==> config.mk <==
export PLATFORM = sky130hd
export DESIGN_NAME = branch_resolve_unit_flat
export DESIGN_NICKNAME = d
export VERILOG_FILES = /design/src/rtl/branch_resolve_unit_if.sv /design/src/rtl/branch_resolve_unit.sv /design/src/flat_wrapper.sv
export SDC_FILE = /design/constraint.sdc
export NUM_CORES = 1
export LEC_CHECK = 0
export CORE_MARGIN = 4
export CORE_UTILIZATION = 30
export CTS_CLUSTER_SIZE = 12
export DETAILED_ROUTE_END_ITERATION = 6
export PLACE_DENSITY = 0.62
export SLEW_MARGIN = 20
export SYNTH_ARGS = -nofsm -noshare
export SYNTH_HDL_FRONTEND = slang
export SYNTH_SLANG_ARGS = --single-unit
==> constraint.sdc <==
create_clock -name i_clk -period 1.98 [get_ports i_clk]
set_clock_uncertainty 0.2 [all_clocks]
set_input_delay 0.198 -clock i_clk [delete_from_list [all_inputs] [get_ports i_clk]]
set_output_delay 0.198 -clock i_clk [all_outputs]
set_load 0.01 [all_outputs]
==> src/rtl/branch_resolve_unit_if.sv <==
// branch_resolve_unit_if: EX-stage branch inputs and redirect/flush outputs; perf counters exist only with BRU_PERF_CNT_EN.
interface branch_resolve_unit_if #(parameter int N = 32);
  logic         i_valid;
  logic         i_stall;
  logic         i_is_branch;
  logic         i_is_jal;
  logic         i_is_jalr;
  logic [2:0]   i_funct3;
  logic         i_br_less;
  logic         i_br_equal;
  logic [N-1:0] i_target;
  logic         o_br_un;
  logic         o_redirect;
  logic [N-1:0] o_redirect_pc;
  logic         o_flush;
  logic         o_misalign;
  logic         o_busy;
`ifdef BRU_PERF_CNT_EN
  logic [31:0]  o_br_cnt;
  logic [31:0]  o_taken_cnt;
`endif
  modport master (
    output i_valid, i_stall, i_is_branch, i_is_jal, i_is_jalr, i_funct3, i_br_less, i_br_equal, i_target,
`ifdef BRU_PERF_CNT_EN
    input  o_br_cnt, o_taken_cnt,
`endif
    input  o_br_un, o_redirect, o_redirect_pc, o_flush, o_misalign, o_busy
  );
  modport slave (
    input  i_valid, i_stall, i_is_branch, i_is_jal, i_is_jalr, i_funct3, i_br_less, i_br_equal, i_target,
`ifdef BRU_PERF_CNT_EN
    output o_br_cnt, o_taken_cnt,
`endif
    output o_br_un, o_redirect, o_redirect_pc, o_flush, o_misalign, o_busy
  );
endinterface

==> src/rtl/branch_resolve_unit.sv <==
// branch_resolve_unit: resolves B-type/JAL/JALR, registers a PC redirect and a timed wrong-path flush.
// Optional BRU_PERF_CNT_EN adds evaluated-branch and taken counters.
module branch_resolve_unit #(
  parameter int N            = 32,
  parameter int FLUSH_CYCLES = 2
) (
  input logic              i_clk,
  input logic              i_rst_n,
  branch_resolve_unit_if.slave bus
);
  typedef enum logic [1:0] {IDLE, REDIRECT, FLUSH} state_t;
  state_t       state, state_nx;
  logic [3:0]   cnt, cnt_nx;
  logic         eval, cond, taken, is_b, misal;
  logic [N-1:0] tgt;
  logic         redirect_nx, flush_nx, misalign_nx;
  assign bus.o_br_un = bus.i_funct3[1];
  always_comb begin
    eval  = state == IDLE && bus.i_valid && !bus.i_stall;
    is_b  = bus.i_is_branch && !bus.i_is_jal && !bus.i_is_jalr;
    // funct3[2] selects the less-than family; funct3[0] inverts; 010/011 never taken
    cond  = bus.i_funct3[2] ? (bus.i_br_less ^ bus.i_funct3[0])
                            : (!bus.i_funct3[1] && (bus.i_br_equal ^ bus.i_funct3[0]));
    taken = bus.i_is_jalr || bus.i_is_jal || (bus.i_is_branch && cond);
    tgt   = bus.i_is_jalr ? {bus.i_target[N-1:1], 1'b0} : bus.i_target;
    misal = tgt[1:0] != 2'b00;
  end
  always_comb begin
    state_nx = state;
    cnt_nx   = cnt;
    case (state)
      IDLE:     state_nx = (eval && taken && !misal) ? REDIRECT : IDLE;
      REDIRECT: begin
        cnt_nx   = 4'(FLUSH_CYCLES - 1);
        state_nx = FLUSH_CYCLES == 1 ? IDLE : FLUSH;
      end
      FLUSH: begin
        cnt_nx   = cnt - 4'd1;
        state_nx = cnt <= 4'd1 ? IDLE : FLUSH;
      end
      default:  state_nx = IDLE;
    endcase
  end
  always_comb begin
    redirect_nx = state_nx == REDIRECT;
    flush_nx    = state_nx != IDLE;
    misalign_nx = eval && taken && misal;
  end
  always_ff @(posedge i_clk or negedge i_rst_n) begin
    if (!i_rst_n) begin
      state             <= IDLE;
      cnt               <= '0;
      bus.o_redirect    <= 1'b0;
      bus.o_redirect_pc <= '0;
      bus.o_flush       <= 1'b0;
      bus.o_misalign    <= 1'b0;
      bus.o_busy        <= 1'b0;
`ifdef BRU_PERF_CNT_EN
      bus.o_br_cnt      <= '0;
      bus.o_taken_cnt   <= '0;
`endif
    end else begin
      state          <= state_nx;
      cnt            <= cnt_nx;
      bus.o_redirect <= redirect_nx;
      bus.o_flush    <= flush_nx;
      bus.o_busy     <= flush_nx;
      bus.o_misalign <= misalign_nx;
      if (state == IDLE && state_nx == REDIRECT) bus.o_redirect_pc <= tgt;
`ifdef BRU_PERF_CNT_EN
      if (eval && is_b) bus.o_br_cnt <= bus.o_br_cnt + 32'd1;
      if (eval && taken) bus.o_taken_cnt <= bus.o_taken_cnt + 32'd1;
`endif
    end
  end
endmodule
==> src/flat_wrapper.sv <==
// flat-port wrapper written by rule: the top's interface ports become plain ports
module branch_resolve_unit_flat 
#(
  parameter int N            = 32,
  parameter int FLUSH_CYCLES = 2
)
  (i_clk, i_rst_n, bus_i_valid, bus_i_stall, bus_i_is_branch, bus_i_is_jal, bus_i_is_jalr, bus_i_funct3, bus_i_br_less, bus_i_br_equal, bus_i_target, bus_o_br_un, bus_o_redirect, bus_o_redirect_pc, bus_o_flush, bus_o_misalign, bus_o_busy);
  branch_resolve_unit_if #(.N(N)) bus_i ();
  input logic i_clk;
  input logic i_rst_n;
  input wire logic [$bits(bus_i.i_valid)-1:0] bus_i_valid;
  input wire logic [$bits(bus_i.i_stall)-1:0] bus_i_stall;
  input wire logic [$bits(bus_i.i_is_branch)-1:0] bus_i_is_branch;
  input wire logic [$bits(bus_i.i_is_jal)-1:0] bus_i_is_jal;
  input wire logic [$bits(bus_i.i_is_jalr)-1:0] bus_i_is_jalr;
  input wire logic [$bits(bus_i.i_funct3)-1:0] bus_i_funct3;
  input wire logic [$bits(bus_i.i_br_less)-1:0] bus_i_br_less;
  input wire logic [$bits(bus_i.i_br_equal)-1:0] bus_i_br_equal;
  input wire logic [$bits(bus_i.i_target)-1:0] bus_i_target;
  output wire logic [$bits(bus_i.o_br_un)-1:0] bus_o_br_un;
  output wire logic [$bits(bus_i.o_redirect)-1:0] bus_o_redirect;
  output wire logic [$bits(bus_i.o_redirect_pc)-1:0] bus_o_redirect_pc;
  output wire logic [$bits(bus_i.o_flush)-1:0] bus_o_flush;
  output wire logic [$bits(bus_i.o_misalign)-1:0] bus_o_misalign;
  output wire logic [$bits(bus_i.o_busy)-1:0] bus_o_busy;
  assign bus_i.i_valid = bus_i_valid;
  assign bus_i.i_stall = bus_i_stall;
  assign bus_i.i_is_branch = bus_i_is_branch;
  assign bus_i.i_is_jal = bus_i_is_jal;
  assign bus_i.i_is_jalr = bus_i_is_jalr;
  assign bus_i.i_funct3 = bus_i_funct3;
  assign bus_i.i_br_less = bus_i_br_less;
  assign bus_i.i_br_equal = bus_i_br_equal;
  assign bus_i.i_target = bus_i_target;
  assign bus_o_br_un = bus_i.o_br_un;
  assign bus_o_redirect = bus_i.o_redirect;
  assign bus_o_redirect_pc = bus_i.o_redirect_pc;
  assign bus_o_flush = bus_i.o_flush;
  assign bus_o_misalign = bus_i.o_misalign;
  assign bus_o_busy = bus_i.o_busy;
  branch_resolve_unit #(.N(N), .FLUSH_CYCLES(FLUSH_CYCLES)) u_core (.i_clk(i_clk), .i_rst_n(i_rst_n), .bus(bus_i));
endmodule
==> implementation parameters <==
Parameter                              Value

Pwr
  Fraction of power spent switching nets    33.2%
  Total net switching power    1.36 mW
  Reg power frac    34.2%
  Static leakage    1.61 nW
  Clock Power Share    14.8%
  Design internal power    2.73 mW
  Fraction of power consumed by combinational cells    50.9%
  Power density over the cells    1020 nW/um2
  Maximum vdd ir drop    0.473 mV

Synthesis
  Mean instance size in the synthesized netlist    11.0 um2
  Proportion of synthesized flip-flops having asynchronous set or reset    100%
  Post-synthesis cell area    2330 um2
  Synth warnings    0
  Number of unique standard cell types used by synthesis    34
  Net count after synthesis    260
  Total of flip-flops plus latches after synthesis    41
  EDFF count, synth    0
  Cell count after synthesis    211
  Sequential cell area fraction in the yosys report    44.1%
  Leading register cell type out of synthesis    dfrtp_1

Floorplanning
  Effective utilization at floorplan    31.4%
  Die area    9230 um2
  Vertical die dimension    96.1 um
  X dimension of the die    96.1 um
  Number of ports placed on the die boundary    81
  Placement row count    31
  Core region area    7410 um2

GRT
  First-pass GRT wire length    11.7 mm
  Global route overflow    0
  Global-route total usage across every layer    16.3%
  Pin count of the biggest net entering global routing    42
  Number of global-route vias before repair    2355
  Antenna violations before repair    0

Placed design
  Post-DP HPWL    5.05 mm
  Final Wtd Congestion    0.789
  Setup Slack @ Placement    -0.450 ns
  Area after detailed placement    3690 um2
  Port buffer count    80

STA
  Unrepaired setup endpoints after global routing    yes
  Slew Limit Headroom    63.7%
  Number of setup violations in the final report    32
  Highest attainable clock frequency    470 MHz
  Part of the cycle the worst path needs    107%
  Max Slew Vio Count    0
  Final TNS setup    -3.94 ns
  Worst Tran Pin Value    0.544 ns
  Tmin final    2.13 ns
  Final count of hold timing violations    0
  Smallest setup slack after layout    -0.148 ns

Worst setup path
  Nature of the critical path startpoint    flip-flop
  Crit Path Max Fanout    7
  Worst endpoint required time    1.94 ns
  Kind of end point of the critical path    flip-flop
  Data arrival time of the worst path    2.09 ns
  Critical setup path kind    reg -> reg

Run status
  Run status    finished, violations left
  Failing checks    negative setup slack

Clocking
  CTS Buf Count    5
  H-tree level count    2
  Root buffer cell    clkbuf_8
  CTS tree    done
  Clock latency on the worst-skew pair    0.29 ns
  CTS sink cnt    41
  Clock transition at the registers of the reported paths    0.09 ns
  Max clock buf depth    2

Route
  First-iteration detailed-routing DRC count    85
  Via count normalized by instance count    5.28
  Average detailed-routed wire length per instance    17.8 um
  Total wirelength of the detailed-routed design    7.37 mm
  Total number of vias    2179
  DR DRC count    0
  Number of routed nets with antenna violations    0
  Router iterations before antenna repair    4

Job
  Count of maximum capacitance violations    0

Min path
  Worst Hold Class    in -> reg

Layout
  Layout overhead on the synthesized area    73.3%
  Nets    362
  Fraction of layout cells with a size suffix above 1    41.7%
  Post-route design area    4030 um2
  Number of antenna cells inserted    0
  Finished Core Util    54.4%
## final cells by class
cell class                 count  area (um2)
timing repair buffer         122        1230
inverter                       9        36.3
multi-input combinational    134        1510
fill                         649        3380
sequential                    41        1030
clock buffer                   7        96.3
clock inverter                 1        5.00
tap                           99         124
## power groups by stage
stage	sequential [mW]	combinational, mW	clock (mW)
finish	1.40	2.08	0.607
global route	1.43	2.24	0.651
CTS	1.40	2.06	0.623
detailed placement	1.39	1.94	0
global placement	1.39	1.91	0
floorplan	1.49	0.885	0
## what timing repair did
item,CTS,global route
pin swaps,1,1
gates cloned,1,0
gates resized for setup,26,11
setup endpoints to repair,35,35
setup buffers,6,2
hold endpoints to repair,41,0
hold buffers,1,0
## cell usage in the layout, fill, tap and decap left out, types with 2 or more instances in the layout
cell,instances
clkdlybuf4s50_1,79
dfrtp_1,41
nand3_1,31
o22ai_2,30
buf_4,27
o41ai_2,24
clkbuf_8,7
buf_12,7
o41ai_4,6
inv_1,5
buf_6,5
o21ai_0,4
inv_2,3
nor2_1,3
nand2_1,3
a21oi_1,2
nand3b_1,2
ha_2,2
ha_1,2
buf_8,2
## worst max-delay path, stage by stage (launching register included)
cell      delay [ns]
dfrtp_1         0.42
ha_2            0.19
nand2b_4        0.13
buf_6           0.10
a2111o_1        0.35
nor4_4          0.22
buf_4           0.18
buf_8           0.13
o22ai_2         0.06
## logic make-up (layout without fill, tap and decap cells)
| logic type | Yosys count | in the layout | share of synthesized area (%) |
|---|---|---|---|
| compound gates | 76 | 76 | 32.3 |
| simple gates | 52 | 52 | 12.4 |
| flops | 41 | 41 | 44.1 |
| buf+inv | 36 | 139 | 8.07 |
| fa+ha+maj | 5 | 5 | 2.69 |
| mux | 1 | 1 | 0.430 |
## synth_stat cells (all sizes together) (2+ instances only)
cell | number | share of area [%]
a21boi | 2 | 0.65
o41ai | 30 | 11
o21ai | 4 | 0.86
nor2 | 5 | 0.81
dfrtp | 41 | 44
ha | 5 | 2.7
nand3b | 2 | 0.65
nand2 | 4 | 0.65
a21oi | 2 | 0.43
or3 | 2 | 0.59
nand3 | 31 | 6.7
inv | 9 | 1.5
nand2b | 2 | 0.54
clkbuf | 19 | 3.1
buf | 8 | 3.5
o22ai | 30 | 16
## metrics by stage
| step | instances | hold WS [ns] | total power [mW] |
|---|---|---|---|
| 2_1_floorplan | 211 | -0.298 | 2.37 |
| 3_3_place_gp | 396 | 0.104 | 3.30 |
| 3_5_place_dp | 396 | 0.110 | 3.33 |
| 4_1_cts | 412 | 0.283 | 4.08 |
| 5_1_grt | 413 | 0.302 | 4.33 |
| 6_report | 413 | 0.291 | 4.09 |
## final timing paths
check / start / endpoint / slack, ns / cells past startpoint
max: u_core.state[0]$_DFF_PN0_ / u_core.bus.o_redirect_pc[14]$_DFFE_PN0P_ / -0.15 / 8
min: bus_i_target[7] / u_core.bus.o_redirect_pc[7]$_DFFE_PN0P_ / 0.29 / 3
max reg2reg: u_core.state[0]$_DFF_PN0_ / u_core.bus.o_redirect_pc[14]$_DFFE_PN0P_ / -0.15 / 8
min reg2reg: u_core.bus.o_redirect_pc[1]$_DFFE_PN0P_ / u_core.bus.o_redirect_pc[1]$_DFFE_PN0P_ / 0.33 / 1
max in group asynchronous: i_rst_n / u_core.cnt[1]$_DFFE_PN0P_ / 0.88 / 3
min in group asynchronous: i_rst_n / u_core.bus.o_flush$_DFF_PN0_ / 0.32 / 3
## registers in the layout, indices dropped and copies added (netlist names)
| register | flops |
|---|---|
| u_core.bus.o_misalign | 1 |
| u_core.cnt | 4 |
| u_core.bus.o_redirect_pc | 32 |
| u_core.state | 2 |
| u_core.bus.o_flush | 1 |
| u_core.bus.o_redirect | 1 |
## per-layer routing
metal	routed length (um)	GRT usage [%]	part of all wire, %	vias up
met3	343	2.97	4.7	4
met4	49	3.55	0.67	0
met1	3270	21.2	44	1087
met5	0	0	0	-
li1	-	-	-	1033
met2	3700	28.2	50	55
Note: power is estimated with default switching activity, not from simulation.
